**src/rtl/pipelined_addsub.sv**
```systemverilog
// Pipelined WIDTH-bit adder/subtractor: the ripple carry chain is cut into STAGES
// registered segments with valid/ready flow control and whole-pipeline stall.
module pipelined_addsub #(
  parameter int unsigned WIDTH  = 16,
  parameter int unsigned STAGES = 4
) (
  input  logic             clk,
  input  logic             rst,
  input  logic             in_valid,
  output logic             in_ready,
  input  logic [WIDTH-1:0] a,
  input  logic [WIDTH-1:0] b,
  input  logic             cin,
  input  logic             sub,
  output logic             out_valid,
  input  logic             out_ready,
  output logic [WIDTH-1:0] sum,
  output logic             cout,
  output logic             ovf
);

  localparam int unsigned SEG = WIDTH / STAGES;

  logic adv;

  // The whole pipe moves together unless a valid result is being held back.
  assign adv      = out_ready | ~out_valid;
  assign in_ready = adv;

  for (genvar k = 0; k < STAGES; k++) begin : g_stage
    localparam int unsigned LO   = SEG * k;
    localparam int unsigned REM  = WIDTH - LO;
    localparam int unsigned DONE = LO + SEG;

    logic [REM-1:0]  a_in;
    logic [REM-1:0]  b_in;
    logic            v_in;
    logic [SEG:0]    c;
    logic [SEG-1:0]  s_seg;
    logic [DONE-1:0] s_next;
    logic            v_q;
    logic            c_q;
    logic [DONE-1:0] s_q;

    if (k == 0) begin : g_head
      assign a_in   = a;
      assign b_in   = b ^ {WIDTH{sub}};
      assign c[0]   = cin ^ sub;
      assign v_in   = in_valid;
      assign s_next = s_seg;
    end else begin : g_body
      assign a_in   = g_stage[k-1].g_fwd.a_q;
      assign b_in   = g_stage[k-1].g_fwd.b_q;
      assign c[0]   = g_stage[k-1].c_q;
      assign v_in   = g_stage[k-1].v_q;
      assign s_next = {s_seg, g_stage[k-1].s_q};
    end

    // Full-adder cells for this segment.
    for (genvar j = 0; j < SEG; j++) begin : g_bit
      assign s_seg[j] = a_in[j] ^ b_in[j] ^ c[j];
      assign c[j+1]   = (a_in[j] & b_in[j]) | (a_in[j] & c[j]) | (b_in[j] & c[j]);
    end

    always_ff @(posedge clk) begin
      if (rst) begin
        v_q <= 1'b0;
        c_q <= 1'b0;
        s_q <= '0;
      end else if (adv) begin
        v_q <= v_in;
        c_q <= c[SEG];
        s_q <= s_next;
      end
    end

    if (k + 1 < STAGES) begin : g_fwd
      // Operand bits still to be consumed by later segments.
      logic [REM-SEG-1:0] a_q;
      logic [REM-SEG-1:0] b_q;

      always_ff @(posedge clk) begin
        if (adv) begin
          a_q <= a_in[REM-1:SEG];
          b_q <= b_in[REM-1:SEG];
        end
      end
    end else begin : g_tail
      logic ovf_q;

      always_ff @(posedge clk) begin
        if (rst) begin
          ovf_q <= 1'b0;
        end else if (adv) begin
          ovf_q <= c[SEG] ^ c[SEG-1];
        end
      end
    end
  end

  assign out_valid = g_stage[STAGES-1].v_q;
  assign sum       = g_stage[STAGES-1].s_q;
  assign cout      = g_stage[STAGES-1].c_q;
  assign ovf       = g_stage[STAGES-1].g_tail.ovf_q;

endmodule

```
**config.mk**
```make
export PLATFORM = sky130hd
export DESIGN_NAME = pipelined_addsub
export DESIGN_NICKNAME = d
export VERILOG_FILES = /design/src/rtl/pipelined_addsub.sv
export SDC_FILE = /design/constraint.sdc
export NUM_CORES = 1
export LEC_CHECK = 0
export BUFFER_PORTS_ARGS = -buffer_cell sky130_fd_sc_hd__buf_2
export CAP_MARGIN = 0
export CORE_ASPECT_RATIO = 2
export CORE_MARGIN = 2
export CORE_UTILIZATION = 25
export DETAILED_ROUTE_END_ITERATION = 7
export PLACE_DENSITY = 0.54
export SYNTH_ARGS = -nofsm -noshare
export SYNTH_HDL_FRONTEND = slang
export SYNTH_SLANG_ARGS = --single-unit
```
**constraint.sdc**
```tcl
create_clock -name clk -period 2.6 [get_ports clk]
set_input_delay 0.26 -clock clk [delete_from_list [all_inputs] [get_ports clk]]
set_output_delay 0.26 -clock clk [all_outputs]
set_load 0.005 [all_outputs]
```
# Word-level counts from Yosys, hierarchy flattened
# Index checks and enable logic that the tools add are counted.
# op_classes
reduce_logical,0
shift,0
muxes,0
bitwise_logic,117
n_addsub,0
n_lt_le_gt_ge,0
eq_ne,0
mul,0
div_mod_pow,0
# op_table
operator,n
$and 1x1->1,48
$xor 1x1->1,34
$or 1x1->1,33
$xor 16x16->16,1
$not 1->1,1
# word_totals
rom_bits,0
n_memories,0
out_inout_bits,20
reg_bits,97
latchBits,0
elab_cells,136
ram_bits,0

# Logic depth before layout (Yosys ltp)
# Gate-level depths: netlist of run 1.
# depth
word_depth,13
ltp_mapped,11
depth_no_buf,10

# Worst setup path before layout of run 1
# OpenSTA, ideal clock, no wires.
# synth_path
kind,input to register
from,input port sub
to,register g_stage[0].s_q[3]
path_stages,11
setup_ps,135
slack_ps,142
t_arrival_ps,2323
t_required_ps,2465
path_buffers,2
path_cell_list,buf_4 buf_4 xor2_1 fa_1 inv_1 fa_1 fa_1 inv_1 fa_1 nand2_1 a21oi_1
# synth_between
elab_chain_cells,11
# synth_lines
item,line,source
"start, declared",14,"input logic sub,"
$xor 16x16->16 / $xor 1x1->1 (equally long branches),"47, 48",
$and 1x1->1,62,assign c[j+1] = (a_in[j] & b_in[j]) | (a_in[j] & c[j]) | (b_in[j] & c[j]);
$or 1x1->1 (2 in a row),62,
$and 1x1->1,62,
$or 1x1->1 (2 in a row),62,
$and 1x1->1,62,
$or 1x1->1 (2 in a row),62,
$xor 1x1->1 *,61,assign s_seg[j] = a_in[j] ^ b_in[j] ^ c[j];
via g_stage[0].s_next[3],40,logic [DONE-1:0] s_next;
"end signal, assigned",73,s_q <= s_next;
"end, declared",43,logic [DONE-1:0] s_q;
# Mark *: on every way through the listed nets, which the timed path passes. The rest lies on a longest branch.
# A chain may end at the register's enable or synchronous reset.

# Worst setup path after layout of run 1
# layout_path
from,register g_stage[2].c_q
to,"register g_stage[3].g_tail.ovf_q, in the netlist ovf"
# layout_between
elab_chain_cells,13
# layout_lines
item,line,source
"start, declared",42,logic c_q;
"start signal, assigned",72,c_q <= c[SEG];
$and 1x1->1,62,
$or 1x1->1,62,
$or 1x1->1 *,62,
$and 1x1->1,62,
$or 1x1->1,62,
$or 1x1->1 *,62,
$and 1x1->1,62,
$or 1x1->1,62,
$or 1x1->1 *,62,
$and 1x1->1,62,
$or 1x1->1 (2 in a row),62,
$xor 1x1->1 *,95,ovf_q <= c[SEG] ^ c[SEG-1];
"end signal, assigned",95,
"end, declared",89,logic ovf_q;
# Mark *: on every way between the ends. The rest lies on a longest branch, timed or not.

==> impl_metrics.py, run 1 <==
metrics = {
    "outcome": {
        "outcome": "complete, no violations",
    },
    "timing": {
        "final-hold-violation-count": 0,
        "slew-limit-headroom_pct": 50.8,
        "finClkSkew_ps": 6.61,
        "fin_tns_setup_ps": 0,
        "worst-slew-pin-transition_ps": 739,
        "timing.fmax_mhz": 442,
        "slew_violations": 0,
        "final_min_period_over_clock_period_pct": 87.0,
        "finalHoldWorstSlack_ps": 88.6,
        "rsz_0062_raised_after_global_routing": "false",
        "setup_viol": 0,
        "post_route_minimum_period_ps": 2260,
    },
    "cts": {
        "postCtsSetupRepairBufs": 0,
        "cts_inserted_buffers": 9,
        "clock-sinks": 97,
        "cts.hold.buffers_added": 0,
        "cts-root-buf": "sky130_fd_sc_hd__clkbuf_16",
        "cts-htree-levels": 3,
        "ctsLongestPathBuffers": 2,
        "clock_latency_ps": 340,
        "clock_input_transition_at_the_sequential_cells_of_the_worst_setup_and_hold_paths_ps": 70,
        "clock_tree_from_tritoncts": "yes",
        "cts_repair_resize_count": 0,
    },
    "synth": {
        "post_synth_inst_count": 310,
        "synthMuxAreaShare_pct": 0,
        "post_synthesis_sequential_element_count": 97,
        "synth_nets": 364,
        "synth-simple-area-share_pct": 9.00,
        "post_synth_xor_area_fraction_pct": 4.17,
        "netlist-cell-type-count": 16,
        "area_fraction_in_compound_gates_after_synthesis_pct": 8.54,
        "post_synth_fa_ha_maj_area_fraction_pct": 8.47,
        "postSynthAreaPerCell_sq_um": 12.2,
        "ys_warn_count": 0,
        "synth_top_family_by_area": "simple AND/OR/NAND/NOR gates",
        "synth.yosys.seq_area_share_pct": 64.1,
        "synthesis.area_sq_um": 3780,
    },
    "worst_setup_path": {
        "worst_path_required_time_ps": 2870,
        "critical_path_buf_inv_count": 3,
        "cp-end-kind": "flip-flop",
        "path_cells": "inv_1 > fa_1 > inv_1 > fa_1 > fa_1 > inv_1 > fa_1 > xnor2_1 > nand2_1 > a21oi_1",
        "cp_top_family": "adder cells",
        "slowest_stage": "sky130_fd_sc_hd__fa_1",
        "setup.worst_path.class": "flip-flop to flip-flop",
        "critPathMostFrequentCell": "sky130_fd_sc_hd__fa_1",
        "crit_path_start_kind": "flip-flop",
        "critical_path_peak_fanout": 2,
        "cp_data_arrival_time_ps": 2530,
        "crit_path_max_incr_delay_ps": 410,
    },
    "floorplanning": {
        "die_h_um": 178,
        "fp.dieW_um": 90.9,
        "initial_utilization_pct": 25.5,
        "fp-row-count": 63,
        "floorplan.core_area_sq_um": 14800,
        "die_area_sq_um": 16200,
        "boundaryPins": 58,
    },
    "route": {
        "final_antenna_net_count": 0,
        "detail_route.drc_violations": 0,
        "route.detailed.vias_per_inst": 3.80,
        "drt_first_iter_violations": 138,
        "avg_wl_per_cell_um": 11.3,
        "detail_route.wirelength_um": 6440,
        "via_count": 2163,
        "firstDrtPassIters": 4,
    },
    "cells_and_area": {
        "areaGrowthSynthToFinish_pct": 20.2,
        "num_antenna_cells": 0,
        "drive_above_1_share_pct": 24.9,
        "num-nets-final": 423,
    },
    "power_and_ir_drop": {
        "p_leak_uw": 0.00186,
        "worst_ir_drop_vdd_mv": 0.299,
        "power_uw": 3410,
        "p_per_area_nw_per_um2": 751,
    },
    "global_route": {
        "grt_start_max_net_pins": 49,
        "wire_length_of_the_first_global_routing_pass_um": 10700,
        "groute.usage.overall_pct": 8.57,
        "grt_antenna_before_repair": 0,
        "grt_overflow_total": 0,
        "grt_pass1_vias": 2253,
    },
    "worst_hold_path": {
        "min-delay-path-class": "input port to flip-flop",
    },
    "job": {
        "max-cap-violations": 0,
    },
    "placement": {
        "gp_congestion": 0.737,
        "i_o_buffers": 57,
        "hpwl_um": 4440,
    },
}
==> metrics by stage <==
step                setup WS, ps  util (%)  cell area [sq um]  instances
finish                       338      30.7               4540        569
global route                 180      30.7               4540        569
CTS                          300      30.7               4540        569
detailed placement           247      28.8               4270        553
global placement             291      28.8               4270        553
floorplan                    142         -               3780        310
==> Yosys cell counts <==
cell                       number  area share, %
sky130_fd_sc_hd__nor2_1        13            1.3
sky130_fd_sc_hd__nand2_1       74            7.3
sky130_fd_sc_hd__nor2b_4        1           0.36
sky130_fd_sc_hd__dfxtp_1       49             26
sky130_fd_sc_hd__xor2_1        15            3.5
sky130_fd_sc_hd__clkbuf_1       3           0.30
sky130_fd_sc_hd__fa_1          16            8.5
sky130_fd_sc_hd__a211oi_2      11            3.6
sky130_fd_sc_hd__buf_2          5           0.66
sky130_fd_sc_hd__xnor2_1        3           0.70
sky130_fd_sc_hd__a21oi_1       37            4.9
sky130_fd_sc_hd__buf_6          4            1.2
sky130_fd_sc_hd__buf_4          5           0.99
sky130_fd_sc_hd__edfxtp_1      48             38
sky130_fd_sc_hd__inv_1         25            2.5
sky130_fd_sc_hd__inv_2          1          0.099
==> layout by cell type (no fill, tap or decap), drive strengths merged <==
master    count
buf          65
dfxtp        49
edfxtp       48
nor2         13
fa           16
a21oi        37
clkinvlp      4
clkinv        1
inv          28
clkbuf        9
nand2        74
xor2         15
nor2b         1
a211oi       11
xnor2         3
==> worst paths after layout <==
path,end,start,slack [ps],depth (start not counted)
setup / recovery,ovf,g_stage[2].c_q,340,10
hold / removal,g_stage[0].g_fwd.a_q[6],a[10],90,1
setup reg to reg,ovf,g_stage[2].c_q,340,10
hold reg to reg,g_stage[1].g_fwd.b_q[6],g_stage[0].g_fwd.b_q[10],420,0
==> registers in the layout, summed over array words and instances (netlist names) <==
register	flops
cout	1
g_stage.c_q	3
g_stage.g_fwd.a_q	24
g_stage.g_fwd.b_q	24
g_stage.s_q	24
g_stage.v_q	3
out_valid	1
ovf	1
sum	16
==> layout make-up <==
type,instances,area [sq um]
clock buffers,9,225
clock inverters,7,53.8
fillers,1587,10300
inverters,26,100
multi-input cells,170,1140
flip-flops and latches,97,2420
well taps,195,244
repair buffers,65,358
==> layer usage <==
layer  global-route usage, %  part of all wire [%]  routed length (um)  vias to the layer above
li1                        -                     -                   -                     1125
met1                    9.55                    42                2700                      985
met2                    14.3                    52                3320                       42
met3                    2.46                   3.7                 238                       11
met4                    5.43                   2.9                 187                        0
met5                       0                     0                   0                        -
==> power by group <==
part	total (uW)	leakage (uW)	internal [uW]	switching (uW)
sequential	1830	0.000911	1770	63.5
combinational	353	0.000823	172	181
clock	1230	0.000124	654	575
total	3410	0.00186	2590	820
==> cells by family (layout without fill, tap and decap cells) <==
| family | Yosys count | after routing |
|---|---|---|
| xor+xnor | 18 | 18 |
| fa+ha+maj | 16 | 16 |
| compound gates | 48 | 48 |
| buf+inv | 43 | 107 |
| flops | 97 | 97 |
| simple gates | 88 | 88 |
(Power assumes the default switching activity.)
==> run 2: changes to the inputs <==
Settings changed: ABC_AREA set to 1.
==> run 2 against run 1 <==
Clock power increased by 22%. Hold slack improved by 2.1 ps. Sequential share of layout area fell by 2.1 points. First-iteration DRC count fell by 14%. Sequential cell count did not move. Via count rose by 5.9%. Final cell count increased by 5.6%. Sequential power about the same. Wire length up 1.4%. Clock skew rose by 0.53 ps. Combinational power rose by 22%. Largest cell class unchanged.
==> impl_metrics.py, run 2 <==
metrics = {
    "cells_and_area": {
        "top_registers": "g_stage.g_fwd.a_q: 24 flops, g_stage.g_fwd.b_q: 24 flops, g_stage.s_q: 24 flops",
        "multi_input_area_sq_um": 1230,
        "num-nets-final": 452,
        "layout.cells.most_common_list": "sky130_fd_sc_hd__nor2_1, sky130_fd_sc_hd__buf_2, sky130_fd_sc_hd__dfxtp_1",
        "areaGrowthSynthToFinish_pct": 21.4,
        "drive_above_1_share_pct": 19.9,
        "final.fill_count": 1547,
        "layout.cells.most_common": "sky130_fd_sc_hd__nor2_1",
        "num_antenna_cells": 0,
        "sequential_cell_area_sq_um": 2420,
    },
    "synth": {
        "synth.most_common_cell": "sky130_fd_sc_hd__nor2_1",
        "synth.yosys.seq_area_share_pct": 62.2,
        "post_synthesis_sequential_element_count": 97,
        "yosys-top-cells-count": "sky130_fd_sc_hd__nor2_1, sky130_fd_sc_hd__dfxtp_1, sky130_fd_sc_hd__edfxtp_1",
        "netlist-cell-type-count": 18,
        "synth-edff-count": 48,
        "synth_nets": 395,
        "netlist.top_cell.by_area": "sky130_fd_sc_hd__edfxtp_1",
        "post_synth_inst_count": 341,
        "synthesis.area_sq_um": 3890,
        "yosysTopAreaCellShare_pct": 37.0,
        "ys_warn_count": 0,
        "netlist_top_cells_area": "sky130_fd_sc_hd__edfxtp_1, sky130_fd_sc_hd__dfxtp_1, sky130_fd_sc_hd__nor2_1",
        "postSynthAreaPerCell_sq_um": 11.4,
        "synth_async_sr_flop_share_pct": 0,
        "ys.flop_type": "sky130_fd_sc_hd__dfxtp_1",
    },
    "worst_setup_path": {
        "path_cells": "inv_1 > fa_1 > inv_1 > fa_1 > fa_1 > inv_1 > fa_1 > inv_1 > nor2_1 > nor2_1",
        "critical_path_peak_fanout": 2,
        "setup.worst_path.class": "flip-flop to flip-flop",
        "cp-end-kind": "flip-flop",
        "crit_path_max_incr_delay_ps": 420,
        "cp_data_arrival_time_ps": 2480,
        "timing.reg2reg.setup_slack_ps": 400,
        "slowest_stage": "sky130_fd_sc_hd__fa_1",
        "worst_path_required_time_ps": 2880,
        "crit_path_start_kind": "flip-flop",
    },
    "worst_hold_path": {
        "min-delay-path-class": "input port to flip-flop",
    },
    "placement": {
        "gp_congestion": 0.735,
        "i_o_buffers": 57,
        "hpwl_um": 4460,
    },
    "timing": {
        "timing.fmax_mhz": 454,
        "worst-slew-pin-transition_ps": 677,
        "finClkSkew_ps": 7.15,
        "slew-limit-headroom_pct": 54.9,
        "fin_tns_setup_ps": 0,
        "final_min_period_over_clock_period_pct": 84.6,
        "finalHoldWorstSlack_ps": 90.7,
        "rsz_0062_raised_after_global_routing": "false",
        "final-hold-violation-count": 0,
        "slew_violations": 0,
        "post_route_minimum_period_ps": 2200,
        "setup_viol": 0,
    },
    "cts": {
        "clock_latency_ps": 340,
        "cts-root-buf": "sky130_fd_sc_hd__clkbuf_16",
        "cts-htree-levels": 3,
        "cts.hold.buffers_added": 0,
        "cts_inserted_buffers": 9,
        "ctsLongestPathBuffers": 2,
        "clock-sinks": 97,
        "postCtsSetupRepairBufs": 0,
        "cts_repair_resize_count": 0,
        "clock_input_transition_at_the_sequential_cells_of_the_worst_setup_and_hold_paths_ps": 70,
        "clock_tree_from_tritoncts": "yes",
    },
    "floorplanning": {
        "fp.dieW_um": 92.3,
        "boundaryPins": 58,
        "die_area_sq_um": 16700,
        "die_h_um": 181,
        "fp-row-count": 64,
        "floorplan.core_area_sq_um": 15300,
        "initial_utilization_pct": 25.5,
    },
    "power_and_ir_drop": {
        "worst_ir_drop_vdd_mv": 0.365,
        "p_leak_uw": 0.00202,
        "p_per_area_nw_per_um2": 800,
    },
    "global_route": {
        "groute.usage.overall_pct": 8.63,
        "grt_start_max_net_pins": 46,
        "grt_pass1_vias": 2442,
        "grt_overflow_total": 0,
        "grt_antenna_before_repair": 0,
        "wire_length_of_the_first_global_routing_pass_um": 11200,
    },
    "route": {
        "final_antenna_net_count": 0,
        "drt_first_iter_violations": 118,
        "route.detailed.vias_per_inst": 3.81,
        "firstDrtPassIters": 4,
        "via_count": 2290,
        "detail_route.drc_violations": 0,
        "avg_wl_per_cell_um": 10.9,
        "detail_route.wirelength_um": 6530,
    },
    "outcome": {
        "outcome": "complete, no violations",
    },
    "job": {
        "max-cap-violations": 0,
    },
}
-- run 2: cell count changes in the layout (fill, tap and decap cells not counted), moves of 3 or more --
cell,change
sky130_fd_sc_hd__clkinvlp_4,-4
sky130_fd_sc_hd__bufinv_16,+3
sky130_fd_sc_hd__o21bai_1,+43
sky130_fd_sc_hd__a21oi_1,-36
sky130_fd_sc_hd__inv_1,+14
sky130_fd_sc_hd__nand2_1,-62
sky130_fd_sc_hd__buf_4,-3
sky130_fd_sc_hd__nor2_1,+83
sky130_fd_sc_hd__a211oi_2,-11
-- run 2: through the flow --
stage                     std cells  utilization [%]  power [uW]  setup WS (ps)  instance area, sq um
after detailed placement        585             28.7        2340            132                  4390
after CTS                       601             30.9        3860            361                  4730
after global placement          585             28.7        2320            163                  4390
after floorplan                 341                -        2180            129                  3890
after global routing            601             30.9        4020            211                  4730
final                           601             30.9        3780            400                  4730
-- run 2: kinds of logic (layout without fill, tap and decap cells) --
group           Yosys count  in the layout  share of synthesized area [%]
compound gates           44             44                           8.42
xor+xnor                 17             17                           3.82
fa+ha+maj                16             16                           8.22
buf+inv                  56            118                           6.30
flops                    97             97                           62.2
simple gates            111            111                           11.1
-- run 2: final cells by class --
class	instances	share of cell area, %
clock buffers	9	4.76
well taps	198	5.24
repair buffers	62	7.09
inverters	40	3.17
flip-flops and latches	97	51.2
clock inverters	7	2.46
multi-input cells	188	26.1
-- run 2: final timing paths --
kind                                              start  cells after the start                       to
worst max-delay path            g_stage[2].g_fwd.a_q[0]                     10                  sum[15]
worst min register to register  g_stage[0].g_fwd.a_q[9]                      0  g_stage[1].g_fwd.a_q[5]
worst min-delay path                               a[6]                      1  g_stage[0].g_fwd.a_q[2]
worst max register to register  g_stage[2].g_fwd.a_q[0]                     10                  sum[15]
-- run 2: per-layer routing --
layer	wire, um	vias up	track usage, %
li1	-	1181	-
met1	2720	1063	9.01
met2	3460	38	15.4
met3	170	8	2.17
met4	175	0	5.01
met5	0	-	0
-- run 2: critical path: cells and delay by family (launching register included) --
| family | cells | cell delay [ps] |
|---|---|---|
| flops | 1 | 360 |
| simple gates | 2 | 130 |
| fa+ha+maj | 4 | 1350 |
| buf+inv | 4 | 300 |
-- run 2: report_power, final --
group | internal, uW | switching [uW] | leakage, uW
combinational | 204 | 227 | 0.000944
sequential | 1790 | 69.7 | 0.000911
clock | 940 | 557 | 0.000167
==> run 3: changes to the inputs <==
Clock period 2.6 ns to 1.96 ns, I/O delays scaled along.
==> run 3 against run 2 <==
The run now ends with setup timing left. Critical endpoint unchanged. Critical path depth is the same. Core utilization grew 0.37 points. Count of clock-buffer cells in the layout grew 1. Die area is the same. Non-clock buffer count grew 6. Clock power grew 11%.
==> impl_metrics.py, run 3 (synthesis results as in run 2) <==
metrics = {
    "worst_setup_path": {
        "slowest_stage": "sky130_fd_sc_hd__fa_1",
        "cp_top_family": "adder cells",
        "critical_path_buf_inv_count": 4,
        "timing.critical_path.from": "g_stage[2].g_fwd.a_q[0]",
        "cp-end-kind": "flip-flop",
        "path_cells": "inv_2 > fa_2 > inv_2 > fa_2 > fa_2 > inv_2 > fa_1 > inv_1 > nor2_1 > nor2_1",
        "cp_data_arrival_time_ps": 2390,
        "critical_path_cell_count": 10,
        "critPathCapture": "sum[15]",
        "setup.worst_path.class": "flip-flop to flip-flop",
        "worstReg2RegStart": "g_stage[2].g_fwd.a_q[0]",
        "worst_r2r_endpoint": "sum[15]",
        "r2r.worst_path.cells": 10,
        "worst_path_required_time_ps": 2240,
        "crit_path_start_kind": "flip-flop",
        "timing.reg2reg.setup_slack_ps": -150,
        "critical_path_peak_fanout": 2,
        "crit_path_max_incr_delay_ps": 400,
    },
    "timing": {
        "finalHoldWorstSlack_ps": 21.8,
        "rsz_0062_raised_after_global_routing": "true",
        "worst-slew-pin-transition_ps": 368,
        "slew_violations": 0,
        "final-hold-violation-count": 0,
        "post_route_minimum_period_ps": 2110,
        "setup_slack_ps": -151,
        "setup_viol": 5,
        "finClkSkew_ps": 8.69,
        "fin_tns_setup_ps": -540,
        "slew-limit-headroom_pct": 75.5,
        "timing.fmax_mhz": 474,
        "final_min_period_over_clock_period_pct": 108,
    },
    "route": {
        "final_antenna_net_count": 0,
        "via_count": 2331,
        "detail_route.wirelength_um": 6690,
        "avg_wl_per_cell_um": 11.0,
        "route.detailed.vias_per_inst": 3.84,
        "detail_route.drc_violations": 0,
        "firstDrtPassIters": 4,
        "drt_first_iter_violations": 135,
    },
    "power_and_ir_drop": {
        "p_sw_uw": 1190,
        "share_clk_of_total_power_pct": 34.9,
        "p_leak_uw": 0.00201,
        "power_frac_comb_pct": 13.1,
        "worst_ir_drop_vdd_mv": 0.448,
        "share_seq_of_total_power_pct": 52.0,
        "internal-power_uw": 3560,
        "power.switching_fraction_pct": 25.0,
        "p_per_area_nw_per_um2": 992,
    },
    "cells_and_area": {
        "top_registers": "g_stage.g_fwd.a_q: 24 flops, g_stage.g_fwd.b_q: 24 flops, g_stage.s_q: 24 flops",
        "num_antenna_cells": 0,
        "areaGrowthSynthToFinish_pct": 22.9,
        "design_area_sq_um": 4790,
        "layout.cells.most_common_list": "sky130_fd_sc_hd__nor2_1, sky130_fd_sc_hd__buf_2, sky130_fd_sc_hd__dfxtp_1, sky130_fd_sc_hd__edfxtp_1, sky130_fd_sc_hd__o21bai_1",
        "num-nets-final": 458,
        "layout.cells.most_common": "sky130_fd_sc_hd__nor2_1",
        "drive_above_1_share_pct": 28.1,
    },
    "global_route": {
        "grt_pass1_vias": 2375,
        "grt_start_max_net_pins": 53,
        "global_route.usage.met1_pct": 9.79,
        "grt_overflow_total": 0,
        "busiest_layer": "met2",
        "grt.met3_usage_pct": 1.46,
        "grt_util_met2_pct": 14.4,
        "groute.usage.overall_pct": 8.64,
        "wire_length_of_the_first_global_routing_pass_um": 11200,
        "grt_antenna_before_repair": 0,
    },
    "cts": {
        "ctsLongestPathBuffers": 2,
        "clock-sinks": 97,
        "clock_tree_from_tritoncts": "yes",
        "clock_input_transition_at_the_sequential_cells_of_the_worst_setup_and_hold_paths_ps": 70,
        "cts_inserted_buffers": 9,
        "cts-root-buf": "sky130_fd_sc_hd__clkbuf_16",
        "clock_latency_ps": 340,
        "cts-htree-levels": 3,
    },
    "outcome": {
        "failing_checks": "setup timing",
        "outcome": "finished with violations",
    },
    "placement": {
        "detailed_place.area_sq_um": 4480,
        "i_o_buffers": 57,
        "hpwl_um": 4610,
        "gp_congestion": 0.689,
    },
    "floorplanning": {
        "boundaryPins": 58,
        "fp-row-count": 64,
        "fp.dieW_um": 92.3,
        "die_area_sq_um": 16700,
        "die_h_um": 181,
        "floorplan.core_area_sq_um": 15300,
        "initial_utilization_pct": 25.5,
    },
    "worst_hold_path": {
        "min-delay-path-class": "input port to flip-flop",
        "worstHoldPathCells": 1,
    },
    "job": {
        "max-cap-violations": 0,
    },
}
-- run 3: cell count changes in the layout (fill, tap and decap cells not counted), moves of 3 or more --
cell,before,now
sky130_fd_sc_hd__bufinv_16,3,0
sky130_fd_sc_hd__inv_1,39,26
sky130_fd_sc_hd__inv_2,1,14
sky130_fd_sc_hd__fa_2,0,12
sky130_fd_sc_hd__fa_1,16,4
sky130_fd_sc_hd__buf_4,4,8
-- run 3: per-stage QoR --
stage / setup slack [ps] / utilization, % / cells / power (uW)
after detailed placement: -246 / 29.3 / 589 / 3130
after global routing: -282 / 31.3 / 607 / 5030
after global placement: -212 / 29.3 / 589 / 3100
after CTS: -160 / 31.2 / 606 / 4830
after floorplan: -242 / - / 341 / 2910
final: -151 / 31.3 / 607 / 4750
-- run 3: repair_timing --
item                       in CTS  in global routing
gates cloned                    0                  0
pin swaps                       3                  8
gates resized for setup         5                 11
buffers inserted                1                  1
hold buffers                    0                  0
setup endpoints to repair       5                  7
-- run 3: cell type report --
| class | count | area (sq um) |
|---|---|---|
| Fill cell | 1550 | 10500 |
| Clock inverter | 6 | 50.0 |
| Timing Repair Buffer | 68 | 405 |
| Inverter | 40 | 150 |
| Tap cell | 198 | 248 |
| Sequential cell | 97 | 2420 |
| Multi-Input combinational cell | 188 | 1280 |
| Clock buffer | 10 | 229 |
-- run 3: how the worst min path moves through the flow --
stage	slack (ps)	end	from
global placement	370	g_stage[0].g_fwd.a_q[9]	a[13]
CTS	3	g_stage[0].g_fwd.a_q[7]	a[11]
floorplan	290	g_stage[0].g_fwd.a_q[0]	a[4]
finish	20	g_stage[0].g_fwd.a_q[11]	a[15]
global route	7	g_stage[0].g_fwd.a_q[11]	a[15]
detailed placement	370	g_stage[0].g_fwd.a_q[3]	a[7]
-- run 3: power by group through the flow --
stage               sequential [uW]  combinational (uW)  clock, uW
floorplan                      2500                 416          0
global placement               2510                 599          0
detailed placement             2520                 610          0
CTS                            2470                 626       1730
global route                   2500                 733       1790
finish                         2470                 621       1660
-- run 3: layer usage --
metal	part of all wire, %	vias up
li1	-	1195
met1	43	1081
met2	50	41
met3	3.3	14
met4	3.7	0
met5	0	-
